===== src/rtl/debounce_pkg.sv =====
`default_nettype none
// ============================================================================
// Module      : debounce_pkg
// Description : Shared types and width helpers for the debounce bank.
// Revision    : 1.0 - initial release
// ============================================================================
package debounce_pkg;

    // Event codes carried on the merged event stream.
    typedef enum logic [1:0] {
        EV_NONE    = 2'd0,
        EV_PRESS   = 2'd1,
        EV_RELEASE = 2'd2,
        EV_REPEAT  = 2'd3
    } ev_type_t;

    // Width of a channel index; a single channel still needs one bit.
    function automatic int ch_width(input int n);
        return (n > 1) ? $clog2(n) : 1;
    endfunction

    function automatic int max_int(input int a, input int b);
        return (a > b) ? a : b;
    endfunction

endpackage
`default_nettype wire


===== src/rtl/debounce_channel.sv =====
`default_nettype none
// ============================================================================
// Module      : debounce_channel
// Description : One button: 2-FF synchroniser, settle counter, hold timer,
//               debounced level and press/release/repeat pulses.
// Revision    : 1.0 - initial release
// ============================================================================
module debounce_channel
    import debounce_pkg::*;
#(
    parameter int SETTLE_CYCLES = 1_000_000,
    parameter int LONG_CYCLES   = 50_000_000,
    parameter int REPEAT_CYCLES = 10_000_000,
    parameter bit REPEAT_EN     = 1'b1
) (
    input  logic clk,
    input  logic rst,
    input  logic btn,
    output logic level,
    output logic pressed,
    output logic released,
    output logic rpt
);

    localparam int                    c_SETTLE_W   = $clog2(SETTLE_CYCLES);
    localparam logic [c_SETTLE_W-1:0] c_SETTLE_MAX = c_SETTLE_W'(SETTLE_CYCLES - 1);

    logic                  r_s1;
    logic                  r_s2;
    logic [c_SETTLE_W-1:0] r_cnt;
    logic                  r_level;
    logic                  r_pressed;
    logic                  r_released;

    // s2 is about to take a new value, so its stable run restarts at this edge.
    logic w_s2_change;
    logic w_accept;
    logic w_rise;
    logic w_fall;

    assign w_s2_change = r_s1 ^ r_s2;
    assign w_accept    = (r_cnt == c_SETTLE_MAX) && (r_s2 != r_level);
    assign w_rise      = w_accept &  r_s2;
    assign w_fall      = w_accept & ~r_s2;

    // Synchroniser, settle counter, accepted level and its edge pulses.
    always_ff @(posedge clk or negedge rst) begin
        if (!rst) begin
            r_s1       <= 1'b0;
            r_s2       <= 1'b0;
            r_cnt      <= '0;
            r_level    <= 1'b0;
            r_pressed  <= 1'b0;
            r_released <= 1'b0;
        end else begin
            r_s1       <= btn;
            r_s2       <= r_s1;
            if (w_s2_change) begin
                r_cnt <= '0;
            end else if (r_cnt != c_SETTLE_MAX) begin
                r_cnt <= r_cnt + 1'b1;
            end
            if (w_accept) begin
                r_level <= r_s2;
            end
            r_pressed  <= w_rise;
            r_released <= w_fall;
        end
    end

    assign level    = r_level;
    assign pressed  = r_pressed;
    assign released = r_released;

    generate
        if (REPEAT_EN) begin : g_hold
            localparam int                  c_HOLD_W = $clog2(max_int(LONG_CYCLES, REPEAT_CYCLES) + 1);
            localparam logic [c_HOLD_W-1:0] c_LONG_END = c_HOLD_W'(LONG_CYCLES - 1);
            localparam logic [c_HOLD_W-1:0] c_REP_END  = c_HOLD_W'(REPEAT_CYCLES - 1);

            logic [c_HOLD_W-1:0] r_hold;
            logic                r_rep_phase;   // first repeat already issued
            logic                r_rpt;
            logic                w_fire;

            // A release edge wins over a repeat landing on the same cycle.
            assign w_fire = r_level && !w_fall &&
                            (r_hold == (r_rep_phase ? c_REP_END : c_LONG_END));

            // Hold timer: restarts after every repeat, idle while released.
            always_ff @(posedge clk or negedge rst) begin
                if (!rst) begin
                    r_hold      <= '0;
                    r_rep_phase <= 1'b0;
                    r_rpt       <= 1'b0;
                end else if (!r_level || w_rise) begin
                    r_hold      <= '0;
                    r_rep_phase <= 1'b0;
                    r_rpt       <= 1'b0;
                end else if (w_fire) begin
                    r_hold      <= '0;
                    r_rep_phase <= 1'b1;
                    r_rpt       <= 1'b1;
                end else begin
                    r_hold      <= r_hold + 1'b1;
                    r_rpt       <= 1'b0;
                end
            end

            assign rpt = r_rpt;
        end else begin : g_no_hold
            assign rpt = 1'b0;
        end
    endgenerate

endmodule
`default_nettype wire


===== src/rtl/debounce_bank.sv =====
`default_nettype none
// ============================================================================
// Module      : debounce_bank
// Description : Bank of button debouncers merged into one valid/ready event
//               stream with per-channel pending bits and a sticky overflow.
//               The auto-repeat pulse port is named rpt ("repeat" is a
//               reserved word).
// Revision    : 1.0 - initial release
// ============================================================================
module debounce_bank
    import debounce_pkg::*;
#(
    parameter int CHANNELS      = 8,
    parameter int SETTLE_CYCLES = 1_000_000,
    parameter int LONG_CYCLES   = 50_000_000,
    parameter int REPEAT_CYCLES = 10_000_000,
    parameter bit REPEAT_EN     = 1'b1
) (
    input  logic                          clk,
    input  logic                          rst,
    input  logic [CHANNELS-1:0]           btn,
    output logic [CHANNELS-1:0]           level,
    output logic [CHANNELS-1:0]           pressed,
    output logic [CHANNELS-1:0]           released,
    output logic [CHANNELS-1:0]           rpt,
    output logic                          ev_valid,
    input  logic                          ev_ready,
    output logic [ch_width(CHANNELS)-1:0] ev_ch,
    output logic [1:0]                    ev_type,
    output logic                          ev_overflow
);

    localparam int c_CW = ch_width(CHANNELS);

    generate
        for (genvar g = 0; g < CHANNELS; g++) begin : g_chan
            debounce_channel #(
                .SETTLE_CYCLES (SETTLE_CYCLES),
                .LONG_CYCLES   (LONG_CYCLES),
                .REPEAT_CYCLES (REPEAT_CYCLES),
                .REPEAT_EN     (REPEAT_EN)
            ) u_chan (
                .clk      (clk),
                .rst      (rst),
                .btn      (btn[g]),
                .level    (level[g]),
                .pressed  (pressed[g]),
                .released (released[g]),
                .rpt      (rpt[g])
            );
        end
    endgenerate

    logic [CHANNELS-1:0] r_pend_press;
    logic [CHANNELS-1:0] r_pend_release;
    logic [CHANNELS-1:0] r_pend_repeat;
    logic                r_ev_valid;
    logic [c_CW-1:0]     r_ev_ch;
    ev_type_t            r_ev_type;
    logic                r_ovf;

    logic [CHANNELS-1:0] w_any;
    logic [CHANNELS-1:0] w_onehot;
    logic                w_load;
    logic [CHANNELS-1:0] w_ld_p;
    logic [CHANNELS-1:0] w_ld_r;
    logic [CHANNELS-1:0] w_ld_t;
    logic [c_CW-1:0]     w_sel;
    ev_type_t            w_type;
    logic                w_ovf_set;

    // Lowest-index channel with work pending; isolate its bit as a one-hot.
    assign w_any    = r_pend_press | r_pend_release | r_pend_repeat;
    assign w_onehot = w_any & (~w_any + CHANNELS'(1));
    assign w_load   = (!r_ev_valid || ev_ready) && (|w_any);

    // Within the chosen channel: PRESS over RELEASE over REPEAT.
    assign w_ld_p = w_load ? (w_onehot & r_pend_press) : '0;
    assign w_ld_r = w_load ? (w_onehot & r_pend_release & ~r_pend_press) : '0;
    assign w_ld_t = w_load ? (w_onehot & r_pend_repeat & ~r_pend_release & ~r_pend_press) : '0;

    // Encode the selected channel index and event code.
    always_comb begin
        w_sel  = '0;
        w_type = EV_REPEAT;
        for (int i = 0; i < CHANNELS; i++) begin
            if (w_onehot[i]) begin
                w_sel = c_CW'(i);
            end
        end
        if (|w_ld_p) begin
            w_type = EV_PRESS;
        end else if (|w_ld_r) begin
            w_type = EV_RELEASE;
        end
    end

    // An event is lost when a pending bit is overwritten or cancelled while
    // still set and not being loaded into the output register this cycle.
    assign w_ovf_set = |( (pressed  & r_pend_press   & ~w_ld_p)
                        | (pressed  & r_pend_release & ~w_ld_r)
                        | (pressed  & r_pend_repeat  & ~w_ld_t)
                        | (released & r_pend_release & ~w_ld_r)
                        | (released & r_pend_repeat  & ~w_ld_t)
                        | (rpt      & r_pend_repeat  & ~w_ld_t) );

    // Pending bits: a new pulse wins over a same-cycle load clear.
    always_ff @(posedge clk or negedge rst) begin
        if (!rst) begin
            r_pend_press   <= '0;
            r_pend_release <= '0;
            r_pend_repeat  <= '0;
            r_ovf          <= 1'b0;
        end else begin
            r_pend_press   <= pressed | (r_pend_press & ~w_ld_p);
            r_pend_release <= ~pressed & (released | (r_pend_release & ~w_ld_r));
            r_pend_repeat  <= ~pressed & ~released & (rpt | (r_pend_repeat & ~w_ld_t));
            r_ovf          <= r_ovf | w_ovf_set;
        end
    end

    // Output register: hold under backpressure, reload when free.
    always_ff @(posedge clk or negedge rst) begin
        if (!rst) begin
            r_ev_valid <= 1'b0;
            r_ev_ch    <= '0;
            r_ev_type  <= EV_NONE;
        end else if (w_load) begin
            r_ev_valid <= 1'b1;
            r_ev_ch    <= w_sel;
            r_ev_type  <= w_type;
        end else if (ev_ready) begin
            r_ev_valid <= 1'b0;
        end
    end

    assign ev_valid    = r_ev_valid;
    assign ev_ch       = r_ev_ch;
    assign ev_type     = r_ev_type;
    assign ev_overflow = r_ovf;

endmodule
`default_nettype wire


===== config.mk =====
export PLATFORM = sky130hd
export DESIGN_NAME = debounce_bank
export DESIGN_NICKNAME = d
export VERILOG_FILES = /design/src/rtl/debounce_pkg.sv /design/src/rtl/debounce_channel.sv /design/src/rtl/debounce_bank.sv
export SDC_FILE = /design/constraint.sdc
export NUM_CORES = 1
export LEC_CHECK = 0
export CAP_MARGIN = 20
export CORE_UTILIZATION = 62
export CTS_CLUSTER_DIAMETER = 50
export CTS_CLUSTER_SIZE = 25
export DETAILED_ROUTE_END_ITERATION = 10
export MAX_ROUTING_LAYER = met4
export PLACE_DENSITY = 0.76
export SETUP_SLACK_MARGIN = 0.02
export SLEW_MARGIN = 30
export SYNTH_ARGS = -nofsm -noshare
export SYNTH_HDL_FRONTEND = slang
export SYNTH_SLANG_ARGS = --single-unit

===== constraint.sdc =====
create_clock -name clk -period 3.6 [get_ports clk]
set_input_delay 0.54 -clock clk [delete_from_list [all_inputs] [get_ports clk]]
set_output_delay 0.54 -clock clk [all_outputs]
set_load 0.01 [all_outputs]

# Word-level counts from Yosys, hierarchy flattened
# Cells that the tools add are included.
[op_classes]
n_mux = 86
bitwise = 76
eq_ne = 32
add_sub_neg = 17
reduce_logical = 72
[ops]
columns = ["cell", "n"]
rows = [
  ["2-to-1 mux 26 bit", 24],
  ["2-to-1 mux 20 bit", 16],
  ["adder 26 x 1 -> 26 bit, second input constant", 8],
  ["== test 26 bit", 8],
  ["AND 8 bit", 25],
  ["adder 20 x 1 -> 20 bit, second input constant", 8],
  ["== test 20 bit, second input constant", 8],
  ["!= test 20 bit, second input constant", 8],
  ["OR 8 bit", 10],
  ["NOT 8 bit", 8],
  ["2-to-1 mux 1 bit", 36],
  ["nonzero test 2 bit", 17],
  ["OR reduction 8 bit", 4],
  ["logical AND 1 bit", 25],
  ["2-to-1 mux 8 bit", 3],
  ["logical NOT 1 bit", 17],
  ["AND 1 bit", 16],
  ["2-to-1 mux 3 bit", 4],
  ["logical OR 1 bit", 9],
  ["adder 8 x 1 -> 8 bit, second input constant", 1],
  ["!= test 1 bit", 8],
  ["NOT 1 bit", 8],
  ["XOR 1 bit", 8],
  ["2-to-1 mux 2 bit", 3],
  ["OR 1 bit", 1],
]
[totals]
output_inout_bits = 39
elab_cells = 362
ff_bits = 455

# Logic depth before layout (Yosys ltp)
[logic_depth]
depth_word = 17
mapped_depth = 10
depth_no_buf = 8

# Cells and area by module
# A second synthesis with hierarchy kept.
[hier_totals]
hier_cells = 2380
hier_area_um2 = 22785.6
[by_module_without_submodules]
columns = ["mod", "n_inst", "area_per_inst_um2", "seq_area_each_um2", "cells_each"]
rows = [
  ["debounce_channel", 8, 2607.5, 1326.3, 269],
  ["debounce_bank", 1, 1925.6, 775.7, 228],
]

# Worst setup path before layout
# No wires, ideal clock.
[synth_path]
path_type = "input to register"
start = "input port ev_ready"
end = "register r_ovf, in the netlist ev_overflow"
slack_ps = 989
arrival_ps = 2483
setup_ps = 129
path_stages = 9
required_ps = 3471
path_cell_list = "nand2b_1 clkbuf_1 and3_1 buf_4 nand4_4 o21a_1 a32o_1 or4_1 a2111o_1"
[synth_via]
elab_chain_cells = 12
[synth_lines]
columns = ["element", "line", "rtl"]
rows = [
  ["from (decl)", "debounce_bank.sv:27", "input logic ev_ready,"],
  ["logical OR 1 bit (*)", "debounce_bank.sv:75", "assign w_load = (!r_ev_valid || ev_ready) && (|w_any);"],
  ["logical AND 1 bit (*)", "debounce_bank.sv:75", ""],
  ["2-to-1 mux 8 bit, on equally long branches", "debounce_bank.sv:78, debounce_bank.sv:79", ""],
  ["NOT 8 bit, on equally long branches", "debounce_bank.sv:100, debounce_bank.sv:101, debounce_bank.sv:103", ""],
  ["AND 8 bit, on equally long branches", "debounce_bank.sv:100, debounce_bank.sv:101", ""],
  ["OR 8 bit", "debounce_bank.sv:101", "| (pressed & r_pend_release & ~w_ld_r)"],
  ["OR 8 bit", "debounce_bank.sv:102", "| (pressed & r_pend_repeat & ~w_ld_t)"],
  ["OR 8 bit", "debounce_bank.sv:103", "| (released & r_pend_release & ~w_ld_r)"],
  ["OR 8 bit", "debounce_bank.sv:104", "| (released & r_pend_repeat & ~w_ld_t)"],
  ["OR 8 bit (*)", "debounce_bank.sv:105", "| (rpt & r_pend_repeat & ~w_ld_t) );"],
  ["OR reduction 8 bit (*)", "debounce_bank.sv:100", "assign w_ovf_set = |( (pressed & r_pend_press & ~w_ld_p)"],
  ["OR 1 bit (*)", "debounce_bank.sv:118", "r_ovf <= r_ovf | w_ovf_set;"],
  ["to (signal assigned)", "debounce_bank.sv:118", ""],
  ["to (decl)", "debounce_bank.sv:60", "logic r_ovf;"],
]
# Mark *: on every way between the ends. The rest lies on a longest branch, timed or not.
# A chain may end at the register's enable or synchronous reset.

# Final worst setup path
[layout_path]
start = "register g_chan[6].u_chan.r_cnt[12]"
end = "register g_chan[6].u_chan.g_hold.r_hold[23]"
[layout_via]
elab_chain_cells = 8
[layout_lines]
columns = ["element", "line", "rtl"]
rows = [
  ["from (decl)", "debounce_channel.sv:30", "logic [c_SETTLE_W-1:0] r_cnt;"],
  ["from (signal assigned)", "debounce_channel.sv:61", "r_cnt <= r_cnt + 1'b1;"],
  ["== test 20 bit", "debounce_channel.sv:42", "assign w_accept = (r_cnt == c_SETTLE_MAX) && (r_s2 != r_level);"],
  ["logical AND 1 bit", "debounce_channel.sv:42", ""],
  ["AND 1 bit", "debounce_channel.sv:44", "assign w_fall = w_accept & ~r_s2;"],
  ["net g_chan[6].u_chan.w_fall", "debounce_channel.sv:39", "logic w_fall;"],
  ["logical NOT 1 bit", "debounce_channel.sv:87", "assign w_fire = r_level && !w_fall &&"],
  ["logical AND 1 bit (2 in series)", "debounce_channel.sv:87", ""],
  ["2-to-1 mux 26 bit", "debounce_channel.sv:100", "end else if (w_fire) begin"],
  ["2-to-1 mux 26 bit", "debounce_channel.sv:96", "end else if (!r_level || w_rise) begin"],
  ["to (signal assigned)", "debounce_channel.sv:105", "r_hold <= r_hold + 1'b1;"],
  ["to (decl)", "debounce_channel.sv:81", "logic [c_HOLD_W-1:0] r_hold;"],
]
# The timed path passes the listed nets, and every way through them passes these cells.

==> qor.txt <==
Hold WC Path Type -> flip-flop to flip-flop
initial antenna violation count -> 0
syn_nets -> 2272
cell area power density -> 445 nW/um^2
Yosys reg bits -> 455
Worst-path clk slew -> 0.07 ns
commonest non-fill, non-tap cells in the layout -> 455 x dfrtp_1, 434 x nor2_1, 199 x xor2_1
Pleak -> 10.3 nW
final hold vios -> 0
gr ovfl total -> 0
dpl cell area -> 22700 um^2
Via density -> 5.71
vias in the first global route -> 15560
Total GRT Usage -> 25.5%
outcome -> complete, no violations
layout cells sized above 1 -> 6.27%
crit path capture type -> flip-flop
Reg2Reg Setup Slack -> 0.65 ns
clock buffer depth -> 3
insertion delay to the later sink of the worst-skew pair -> 0.58 ns
largest fanout on the critical path -> 24
synth-to-layout area growth -> 10.9%
largest net degree at the start of global routing -> 91
Design Area, Final -> 24300 um^2
Die W -> 190 um
Distinct cells, synth -> 67
nets@finish -> 2305
# H-tree levels -> 2
fin crit share -> 81.9%
Post-DRT Antenna Nets -> 0
synth warn -> 0
Diodes inserted -> 0
post-synthesis average cell area -> 9.76 um^2
WL per Instance -> 15.4 um
asr flop ratio synth -> 100%
final worst setup slack -> 0.652 ns
fmax -> 339 MHz
RSZ-0062 raised after global routing -> false
initial core utilization -> 63.3%
Post-Synthesis Cells -> 2245
hold_ws -> 0.389 ns
# rows -> 68
total CTS buffers -> 46
crit path DAT -> 3.43 ns
Worst EP required -> 4.09 ns
Post-synth EDFFs -> 0
Die Y -> 190 um
Pins Over Slew Limit -> 0
Pre-Repair DR Iteration Count -> 5
PortBufs -> 49
GP Congestion -> 0.933
Post-CTS Setup Bufs -> 0
most common cell after layout, fill and taps aside -> dfrtp_1
vias after detailed routing -> 15807
Worst-Margin Slew -> 0.808 ns
post-synthesis sequential area ratio -> 52.0%
I/O Pins -> 50
ys flop type -> dfrtp_1
Core Region -> 34600 um^2
FILL cells -> 2591
CTS tree -> yes
endpoints failing setup -> 0
Setup crit start kind -> flip-flop
DRC -> 0
dpl ws -> 0.338 ns
Peak VDD IR -> 0.408 mV
synthesized area -> 21900 um^2
Final Skew -> 0.0162 ns
total power -> 10.8 mW
max-cap violations -> 0
setup_tns -> 0 ns
DR iter-0 viols -> 996
Crit Path Class -> flip-flop to flip-flop
CTS sink cnt -> 455
first-pass GRT wire length -> 73900 um
min cycle time layout -> 2.95 ns
Die ar. -> 36100 um^2
Clock Tree Root -> clkbuf_16
relative slew slack -> 46.0%
routed wire length -> 42500 um
Detail Placement HPWL -> 28800 um
critical path, stage by stage, from the launching register on:
cell	delay, ns
dfrtp_1	0.40
or4b_2	0.69
nor2_1	0.13
nand3_1	0.27
nor3b_1	0.40
nand4b_1	0.22
nand2_1	0.48
nor2_1	0.26
kinds of logic after synthesis:
| logic type | synth area share, % |
|---|---|
| compound gates | 3.89 |
| xor+xnor | 12.8 |
| fa+ha+maj | 1.05 |
| buf+inv | 2.80 |
| flops | 52.0 |
| mux | 0.634 |
| simple gates | 26.9 |
flip-flops by register name (all words and copies together) (netlist names), 2 cells and up:
| signal | count |
|---|---|
| g_chan.u_chan.pressed | 8 |
| g_chan.u_chan.g_hold.r_rep_phase | 8 |
| g_chan.u_chan.g_hold.r_hold | 208 |
| g_chan.u_chan.r_s1 | 8 |
| g_chan.u_chan.released | 8 |
| r_pend_release | 8 |
| g_chan.u_chan.r_s2 | 8 |
| g_chan.u_chan.rpt | 8 |
| g_chan.u_chan.r_cnt | 160 |
| ev_ch | 3 |
| r_pend_repeat | 8 |
| g_chan.u_chan.level | 8 |
| ev_type | 2 |
| r_pend_press | 8 |
repair_timing:
item | CTS | global route
endpoints found under the hold margin | 12 | 0
gates resized for setup | 0 | 0
hold buffers | 1 | 0
layout make-up:
class / count / area, um^2 / area share, %
clock buffers: 53 / 1240 / 5.10
clock inverters: 29 / 317 / 1.30
inverters: 43 / 161 / 0.664
multi-input cells: 1662 / 9920 / 40.8
flip-flops and latches: 455 / 11400 / 46.9
well taps: 455 / 569 / 2.34
repair buffers: 70 / 706 / 2.90
synth_stat cells, drive strengths merged (12+ instances only):
library cell  number  area share (%)
or2               12            0.34
and4              25             1.0
and3              62             1.8
nand3            137             3.2
ha                16            0.91
dfrtp            455              52
or3               32            0.94
buf               36             1.2
o21ai             37            0.86
nor3              52             1.4
a31oi             14            0.40
inv               43            0.74
xor2             200             8.0
nor3b             17            0.58
clkbuf            49            0.84
nor4              24            0.75
xnor2            120             4.8
and2              22            0.63
a21oi             44             1.0
nor4b             27             1.1
nand2            189             3.2
nand4             90             2.7
nor2             435             7.5
stage by stage:
step	util, %	cells
3_5_place_dp	65.6	2684
4_1_cts	70.2	2767
2_1_floorplan	-	2245
5_1_grt	70.2	2767
3_3_place_gp	65.6	2684
6_report	70.2	2767
path summary, 6_finish.rpt:
check / startpoint / to / depth (start not counted)
max reg2reg: g_chan[6].u_chan.r_cnt[12] / g_chan[6].u_chan.g_hold.r_hold[23] / 7
min: g_chan[5].u_chan.r_s1 / g_chan[5].u_chan.r_s2 / 0
min in group asynchronous: rst / g_chan[1].u_chan.g_hold.r_hold[21] / 2
min reg2reg: g_chan[5].u_chan.r_s1 / g_chan[5].u_chan.r_s2 / 0
max: g_chan[6].u_chan.r_cnt[12] / g_chan[6].u_chan.g_hold.r_hold[23] / 7
max in group asynchronous: rst / g_chan[6].u_chan.g_hold.r_hold[14] / 3
metal layers:
layer	track usage, %	up-vias	routed length [um]
met4	8.90	0	1070
met1	34.4	7714	19700
met3	3.08	78	1610
li1	-	7729	-
met2	39.9	286	20100
met5	-	-	0
report_power, final:
part	internal [mW]	switching (mW)	leakage, nW
clock network	2.70	2.17	0.773
logic	0.245	0.425	3.27
registers	5.20	0.0825	6.28
Power figures use the tool's default switching activity.
